## src/rtl/irq_ctrl.sv

```systemverilog
// Interrupt controller: per-source edge/level pending capture, mask, and a one-at-a-time REQ/SERVICE handshake.
// Define IRQ_ROUND_ROBIN_EN for rotating priority (start after the last acked source); default is lowest-index-wins.
module irq_ctrl #(
    parameter int N_SRC = 8,
    parameter int ID_W  = 3
) (
    input  logic              clk,
    input  logic              rst,
    input  logic [N_SRC-1:0]  irq_src,
    input  logic              cfg_we,
    input  logic [1:0]        cfg_addr,
    input  logic [31:0]       cfg_wdata,
    output logic [31:0]       cfg_rdata,
    output logic              ir_req,
    output logic [ID_W-1:0]   ir_id,
    input  logic              ir_ack,
    input  logic              eret
);

    typedef enum logic [1:0] {
        IDLE    = 2'd0,
        REQ     = 2'd1,
        SERVICE = 2'd2
    } state_t;

    state_t            state_q;
    logic              ir_req_q;
    logic [ID_W-1:0]   ir_id_q;

    logic [N_SRC-1:0]  src_q;
    logic [N_SRC-1:0]  mask_q, mask_d;
    logic [N_SRC-1:0]  mode_q, mode_d;
    logic [N_SRC-1:0]  pend_q, pend_d;
    logic [N_SRC-1:0]  set_vec, clr_vec;
    logic [N_SRC-1:0]  elig_q, elig_d;
    logic [N_SRC-1:0]  wdata_n;

    logic              wr_mask, wr_pend, wr_mode;
    logic              ack_hit;
    logic              keep_req;
    logic              sel_vld;
    logic [ID_W-1:0]   sel_id;

    assign wdata_n = cfg_wdata[N_SRC-1:0];
    assign wr_mask = cfg_we && (cfg_addr == 2'd0);
    assign wr_pend = cfg_we && (cfg_addr == 2'd1);
    assign wr_mode = cfg_we && (cfg_addr == 2'd2);
    assign ack_hit = (state_q == REQ) && ir_ack;

    generate
        if (N_SRC < 32) begin : g_wdata_hi
            logic unused_wdata_hi;
            assign unused_wdata_hi = ^cfg_wdata[31:N_SRC];
        end
    endgenerate

    // A new set always beats a same-cycle W1C or acknowledge clear.
    genvar gi;
    generate
        for (gi = 0; gi < N_SRC; gi++) begin : g_pend
            assign set_vec[gi] = mode_q[gi] ? irq_src[gi] : (irq_src[gi] & ~src_q[gi]);
            assign clr_vec[gi] = (wr_pend & wdata_n[gi]) |
                                 (ack_hit & (ir_id_q == ID_W'(gi)));
            assign pend_d[gi]  = set_vec[gi] | (pend_q[gi] & ~clr_vec[gi]);
        end
    endgenerate

    assign mask_d = wr_mask ? wdata_n : mask_q;
    assign mode_d = wr_mode ? wdata_n : mode_q;

    assign elig_q   = pend_q & mask_q;
    // Withdrawal looks at next-state eligibility so a mask write or W1C drops ir_req on the edge it lands.
    assign elig_d   = pend_d & mask_d;
    assign keep_req = elig_d[ir_id_q];
    assign sel_vld  = |elig_q;

`ifdef IRQ_ROUND_ROBIN_EN
    logic [ID_W-1:0] rr_ptr_q;

    always_ff @(posedge clk or negedge rst) begin
        if (!rst) begin
            rr_ptr_q <= '0;
        end else if (ack_hit) begin
            rr_ptr_q <= (ir_id_q == ID_W'(N_SRC - 1)) ? '0 : ir_id_q + 1'b1;
        end
    end

    // Scan downward from the farthest offset so the source nearest the pointer is assigned last and wins.
    always_comb begin
        int idx;
        sel_id = '0;
        idx    = 0;
        for (int k = N_SRC - 1; k >= 0; k--) begin
            idx = int'(rr_ptr_q) + k;
            if (idx >= N_SRC) begin
                idx = idx - N_SRC;
            end
            if (elig_q[idx]) begin
                sel_id = ID_W'(idx);
            end
        end
    end
`else
    always_comb begin
        sel_id = '0;
        for (int k = N_SRC - 1; k >= 0; k--) begin
            if (elig_q[k]) begin
                sel_id = ID_W'(k);
            end
        end
    end
`endif

    always_ff @(posedge clk or negedge rst) begin
        if (!rst) begin
            src_q  <= '0;
            mask_q <= '0;
            mode_q <= '0;
            pend_q <= '0;
        end else begin
            src_q  <= irq_src;
            mask_q <= mask_d;
            mode_q <= mode_d;
            pend_q <= pend_d;
        end
    end

    always_ff @(posedge clk or negedge rst) begin
        if (!rst) begin
            state_q  <= IDLE;
            ir_req_q <= 1'b0;
            ir_id_q  <= '0;
        end else begin
            case (state_q)
                IDLE: begin
                    if (sel_vld) begin
                        ir_id_q  <= sel_id;
                        ir_req_q <= 1'b1;
                        state_q  <= REQ;
                    end
                end
                REQ: begin
                    if (ir_ack) begin
                        ir_req_q <= 1'b0;
                        state_q  <= SERVICE;
                    end else if (!keep_req) begin
                        ir_req_q <= 1'b0;
                        state_q  <= IDLE;
                    end
                end
                SERVICE: begin
                    if (eret) begin
                        state_q <= IDLE;
                    end
                end
                default: begin
                    ir_req_q <= 1'b0;
                    state_q  <= IDLE;
                end
            endcase
        end
    end

    assign ir_req = ir_req_q;
    assign ir_id  = ir_id_q;

    always_comb begin
        cfg_rdata = '0;
        case (cfg_addr)
            2'd0: cfg_rdata[N_SRC-1:0] = mask_q;
            2'd1: cfg_rdata[N_SRC-1:0] = pend_q;
            2'd2: cfg_rdata[N_SRC-1:0] = mode_q;
            default: begin
                cfg_rdata[9:8]      = state_q;
                cfg_rdata[ID_W-1:0] = ir_id_q;
            end
        endcase
    end

endmodule

```

## config.mk

```make
export PLATFORM = sky130hd
export DESIGN_NAME = irq_ctrl
export DESIGN_NICKNAME = d
export VERILOG_FILES = /design/src/rtl/irq_ctrl.sv
export SDC_FILE = /design/constraint.sdc
export NUM_CORES = 1
export LEC_CHECK = 0
export BUFFER_PORTS_ARGS = -buffer_cell sky130_fd_sc_hd__buf_2
export CAP_MARGIN = 15
export CORE_AREA = 4 4 85 87
export DETAILED_ROUTE_END_ITERATION = 8
export DIE_AREA = 0 0 89 91
export GPL_TIMING_DRIVEN = 0
export PLACE_DENSITY = 0.7
export RECOVER_POWER = 50
export SLEW_MARGIN = 25
export SYNTH_ARGS = -nofsm -noshare
export SYNTH_HDL_FRONTEND = slang
export SYNTH_SLANG_ARGS = --single-unit
```

## constraint.sdc

```tcl
create_clock -name clk -period 2.33 [get_ports clk]
set_input_delay 0.466 -clock clk [delete_from_list [all_inputs] [get_ports clk]]
set_output_delay 0.466 -clock clk [all_outputs]
set_load 0.02 [all_outputs]
```

[Yosys cells after proc, flatten, opt, wreduce, memory -nomap -nowiden]
Cells that the tools add are included.
Storage, ports and cells
  flip-flop bits (word level): 38
  input port bits: 47
  output and inout bits: 36
Operators by class
  order comparisons: 1
  equal/unequal tests: 14
  mux-type cells: 31
  bitwise logic cells: 67
  reduce and logical (&&, ||, !) cells: 12
Operators by type and width (number)
  bitwise AND 1 bit: 32
  two-way mux 3 bit: 8
  inverter 1 bit: 17
  bitwise AND 8 bit: 2
  bitwise OR 1 bit: 16
  case mux 5 bit (3 select lines): 1
  equality test 3 bit, second input constant: 4
  two-way mux 1 bit: 12
  two-way mux 2 bit: 5
  case mux 3 bit (3 select lines): 1
  two-way mux 8 bit: 1
  OR reduction 8 bit: 1
  equality test 3 x 2 -> 1 bit, second input constant: 2
  case mux 2 bit (3 select lines): 1
  AND reduction 3 bit: 2
  equality test 2 x 1 -> 1 bit, second input constant: 2
  equality test 2 bit, second input constant: 2
  logical AND 1 bit: 4
  logical NOT 2 bit: 2
  < comparator 3 x 4 -> 1 bit, second input constant: 1
  != test 2 bit, second input constant: 2
  binary-select mux 1 bit (select 3 bit): 1
  equality test 3 x 1 -> 1 bit, second input constant: 1
  logical NOT 3 bit: 1
  4 further kinds: 4

[Logic depth before layout (Yosys ltp)]
  depth after elaboration: 13
  gate-level depth with buffers: 6
  mapped depth without buffers: 5

[Worst setup path before layout]
No wires, ideal clock.
  kind: input-to-output
  start: input cfg_addr[0]
  end: output cfg_rdata[2]
  arrival: 1619 ps
  data required time: 1864 ps
  setup slack: 245 ps
  stages on the path: 3
  path buffers: 2
  cell sequence: buf_4 -> buf_1 -> mux4_2
On the way
  longest elaborated chain between the ends: 2
  elaborated cells between the ends (all ways): 4
RTL lines
  start, declared: line 11  | input logic [1:0] cfg_addr,
  equality test 2 bit, or another cell as far along: line 169  | case (cfg_addr)
  case mux 3 bit (3 select lines) (*): line 169
  end, declared: line 13  | output logic [31:0] cfg_rdata,
Every way passes the cells marked *; elsewhere a longest branch is shown, timed or not.

[Worst setup path in the final report]
  start: register ir_id_q[1] (netlist: ir_id[1])
  end: output cfg_rdata[1]
On the way
  longest elaborated chain between the ends: 1
RTL lines
  start, declared: line 28  | logic [ID_W-1:0] ir_id_q;
  start signal, assigned: line 137  | ir_id_q <= sel_id;
  case mux 3 bit (3 select lines): line 169
Every way passes these cells.

==> results.cfg <==
[outcome]
outcome = complete, no violations

[cts]
cts_root_buf = clkbuf_8
postCtsSetupRepairBufs = 0
clk_pin_slew_worst_paths_ns = 0.08
clk_latency_ns = 0.29
cts_buffer_depth = 2
htree_levels = 2
tritoncts = yes
clock-sinks = 38
cts_made_buffers = 5
cts_hold_buf = 0

[logic_synthesis]
synth_simple_gate_area_share_pct = 14.55
synth_area_leader_cell = dfrtp_1
ys.flop_type = dfrtp_1
syn_inst = 209
ys_seq_area_share_pct = 43.35
synth_compound_area_share_pct = 15.63
synth_adder_area_share_pct = 0
synth_top_area_share_pct = 43.35
async_flop_share_pct = 100.0
synthMuxAreaShare_pct = 15.63
synth_area_leaders = dfrtp_1 (43%), mux2_2 (8.2%), buf_4 (7.9%), mux4_2 (5.1%), nand2_1 (3.9%)
synth_top_family_by_area = compound AO/OA/AOI/OAI gates
yosys_warnings = 0
ys_ff_latch = 38
ys_types = 45
syn_avg_cell_area_um2 = 10.49
synth_xor_area_share_pct = 0
syn_area_mm2 = 0.002193
synth-edff-count = 0

[routing]
postRouteAntennaNets = 0
drc_errors = 0
drtPass1Iterations = 4
drt_wl_total_mm = 5.723
avgRoutedWirePerCell_um = 16.54
vias = 1798
drtIter0Drc = 103
viasPerCell = 5.197

[final_layout]
fillCellCount = 649
multiInputGateArea_mm2 = 0.001090
seq_area_um2 = 950.9
antennaDiodeCount = 0
final_area_mm2 = 0.002615
nNetsFinal = 315
syn_to_final_growth_pct = 19.22
layout-drive-gt1-share_pct = 31.97

[die]
ios = 83
fp-row-count = 29
dieArea_mm2 = 0.008099
core_mm2 = 0.006350
start_util_pct = 34.54
die-width_um = 89
die_y_um = 91

[global_route]
grt_usage_pct = 14.81
grt_max_degree = 39
antenna_found_initial = 0
first_global_vias = 1845
grt_pass1_wl_mm = 9.356
overflow = 0

[pwr]
p_leak_nw = 1.183
power.switching_w = 0.0009788
power.internal_w = 0.001423
pwr-share-clk_pct = 20.0
max-vdd-ir-drop_v = 0.0003221
pwr-share-seq_pct = 39.6
comb_power_share_pct = 40.4
swShare_pct = 40.75
powerDensity_mw_per_mm2 = 918.5

[run]
max-cap-violations = 0

[timing]
finalCritPeriodShare_pct = 92.12
fmax_mhz = 465.9
setup_violations = 0
fin_skew_ns = 0.01000
finalMaxSlewViolations = 0
tightest_slew_ns = 0.9846
rsz0062_at_grt = no
hold_viol = 0
slew_headroom_pct = 34.36
finalSetupTns_ns = 0
final.setup.worst_slack_ns = 0.1835
post-route-min-period_ns = 2.147

[setup_path]
critical_path.max_fanout = 10
critPathKind = flip-flop to output pin
crit_arrival_ns = 1.68
worstSetupStartpointType = flip-flop
critPathRequiredTime_ns = 1.86
cp-end-kind = output pin
rr_worst_depth = 5

[worst_hold_path]
hold_class = input port to flip-flop
hold_depth = 1

[placement]
dpl_cell_area_mm2 = 0.002534
port_buffers = 33
dp_slack_ns = -0.08893
place_congestion = 0.8591
dpl.hpwl_mm = 4.369
[Yosys cell counts (2+ instances only)]
cell type / count
a22oi_1: 5
mux2i_1: 5
a221oi_1: 3
and3_1: 2
nand3_1: 3
nor2_1: 7
nand4b_1: 4
mux4_2: 5
o22ai_1: 2
a32oi_1: 2
nand2b_1: 9
inv_1: 5
a21oi_1: 7
o21ai_0: 15
a31oi_1: 3
clkbuf_1: 2
mux2_2: 16
buf_6: 2
nand3b_1: 2
dfrtp_1: 38
buf_4: 23
nand2_1: 23
a21o_1: 4
[power by group through the flow]
stage | clock [W] | sequential [W] | combinational [W]
2_1_floorplan | 0 | 0.000956 | 0.000657
3_3_place_gp | 0 | 0.000951 | 0.000943
3_5_place_dp | 0 | 0.000962 | 0.000966
4_1_cts | 0.000500 | 0.000950 | 0.000970
5_1_grt | 0.000525 | 0.000972 | 0.00106
6_report | 0.000481 | 0.000952 | 0.000969
[per-layer routing]
layer	wire, um	vias to the layer above	GRT usage [%]	share of wire [%]
met4	80	0	4.591	1.4
li1	-	844	-	-
met5	0	-	0	0
met2	2782	81	24.81	49
met1	2361	866	18.59	41
met3	498	7	3.710	8.7
[per-stage QoR]
step | instances | hold WS [ns] | power [W] | util [%]
floorplan | 230 | 0.1704 | 0.001613 | -
global placement | 340 | 0.5093 | 0.001895 | 39.90
detailed placement | 340 | 0.5136 | 0.001928 | 39.90
CTS | 347 | 0.2767 | 0.002420 | 41.34
global route | 346 | 0.2683 | 0.002561 | 41.18
finish | 346 | 0.2840 | 0.002402 | 41.18
[layout by cell type, fill, tap and decap left out, types with 4 or more instances in the layout]
cell type / Yosys / routed
a21o_1: 4 / 4
a21oi_1: 7 / 7
a22oi_1: 5 / 5
buf_2: 1 / 26
buf_4: 23 / 23
clkbuf_1: 2 / 8
clkbuf_8: 0 / 6
conb_1: 1 / 22
dfrtp_1: 38 / 38
inv_1: 5 / 5
mux2_2: 16 / 16
mux2i_1: 5 / 5
mux4_2: 5 / 5
nand2_1: 23 / 23
nand2b_1: 9 / 9
nand4b_1: 4 / 4
nor2_1: 7 / 7
o21ai_0: 15 / 15
[critical path: stages (launching register included)]
cell	delay (ns)
dfrtp_1	0.41
clkbuf_1	0.26
mux4_2	0.54
buf_2	0.18
[cell families (layout without fill, tap and decap cells)]
logic type / after synthesis / in the layout
simple gates: 58 / 58
compound gates: 51 / 51
mux: 26 / 26
flops: 38 / 38
buf+inv: 35 / 74
other cells: 1 / 22
[sequential cells by signal, indices dropped and copies added, names as in the netlist]
register / flops
ir_id: 3
ir_req: 1
mask_q: 8
mode_q: 8
pend_q: 8
src_q: 8
state_q: 2
[path summary, 6_finish.rpt]
check | startpoint | to | slack [ns]
min reg2reg | mode_q[7] | mode_q[7] | 0.53
min in group asynchronous | rst | mode_q[5] | 0.32
max reg2reg | ir_id[0] | ir_req | 0.55
min | irq_src[4] | src_q[4] | 0.28
max in group asynchronous | rst | ir_id[2] | 1.40
max | ir_id[1] | cfg_rdata[1] | 0.18
[final cells by class]
| cell class | instances | share of cell area [%] |
|---|---|---|
| buffer | 27 | 7.799 |
| timing repair buffer | 33 | 5.981 |
| multi-input combinational | 157 | 41.67 |
| sequential | 38 | 36.36 |
| inverter | 6 | 0.8612 |
| tap | 77 | 3.684 |
| clock inverter | 2 | 0.4785 |
| clock buffer | 6 | 3.158 |
[timing repair]
action	in CTS	in global routing
setup endpoints to repair	1	5
hold endpoints to repair	0	0
resized for setup	0	1
Note: power is estimated with default switching activity, not from simulation.
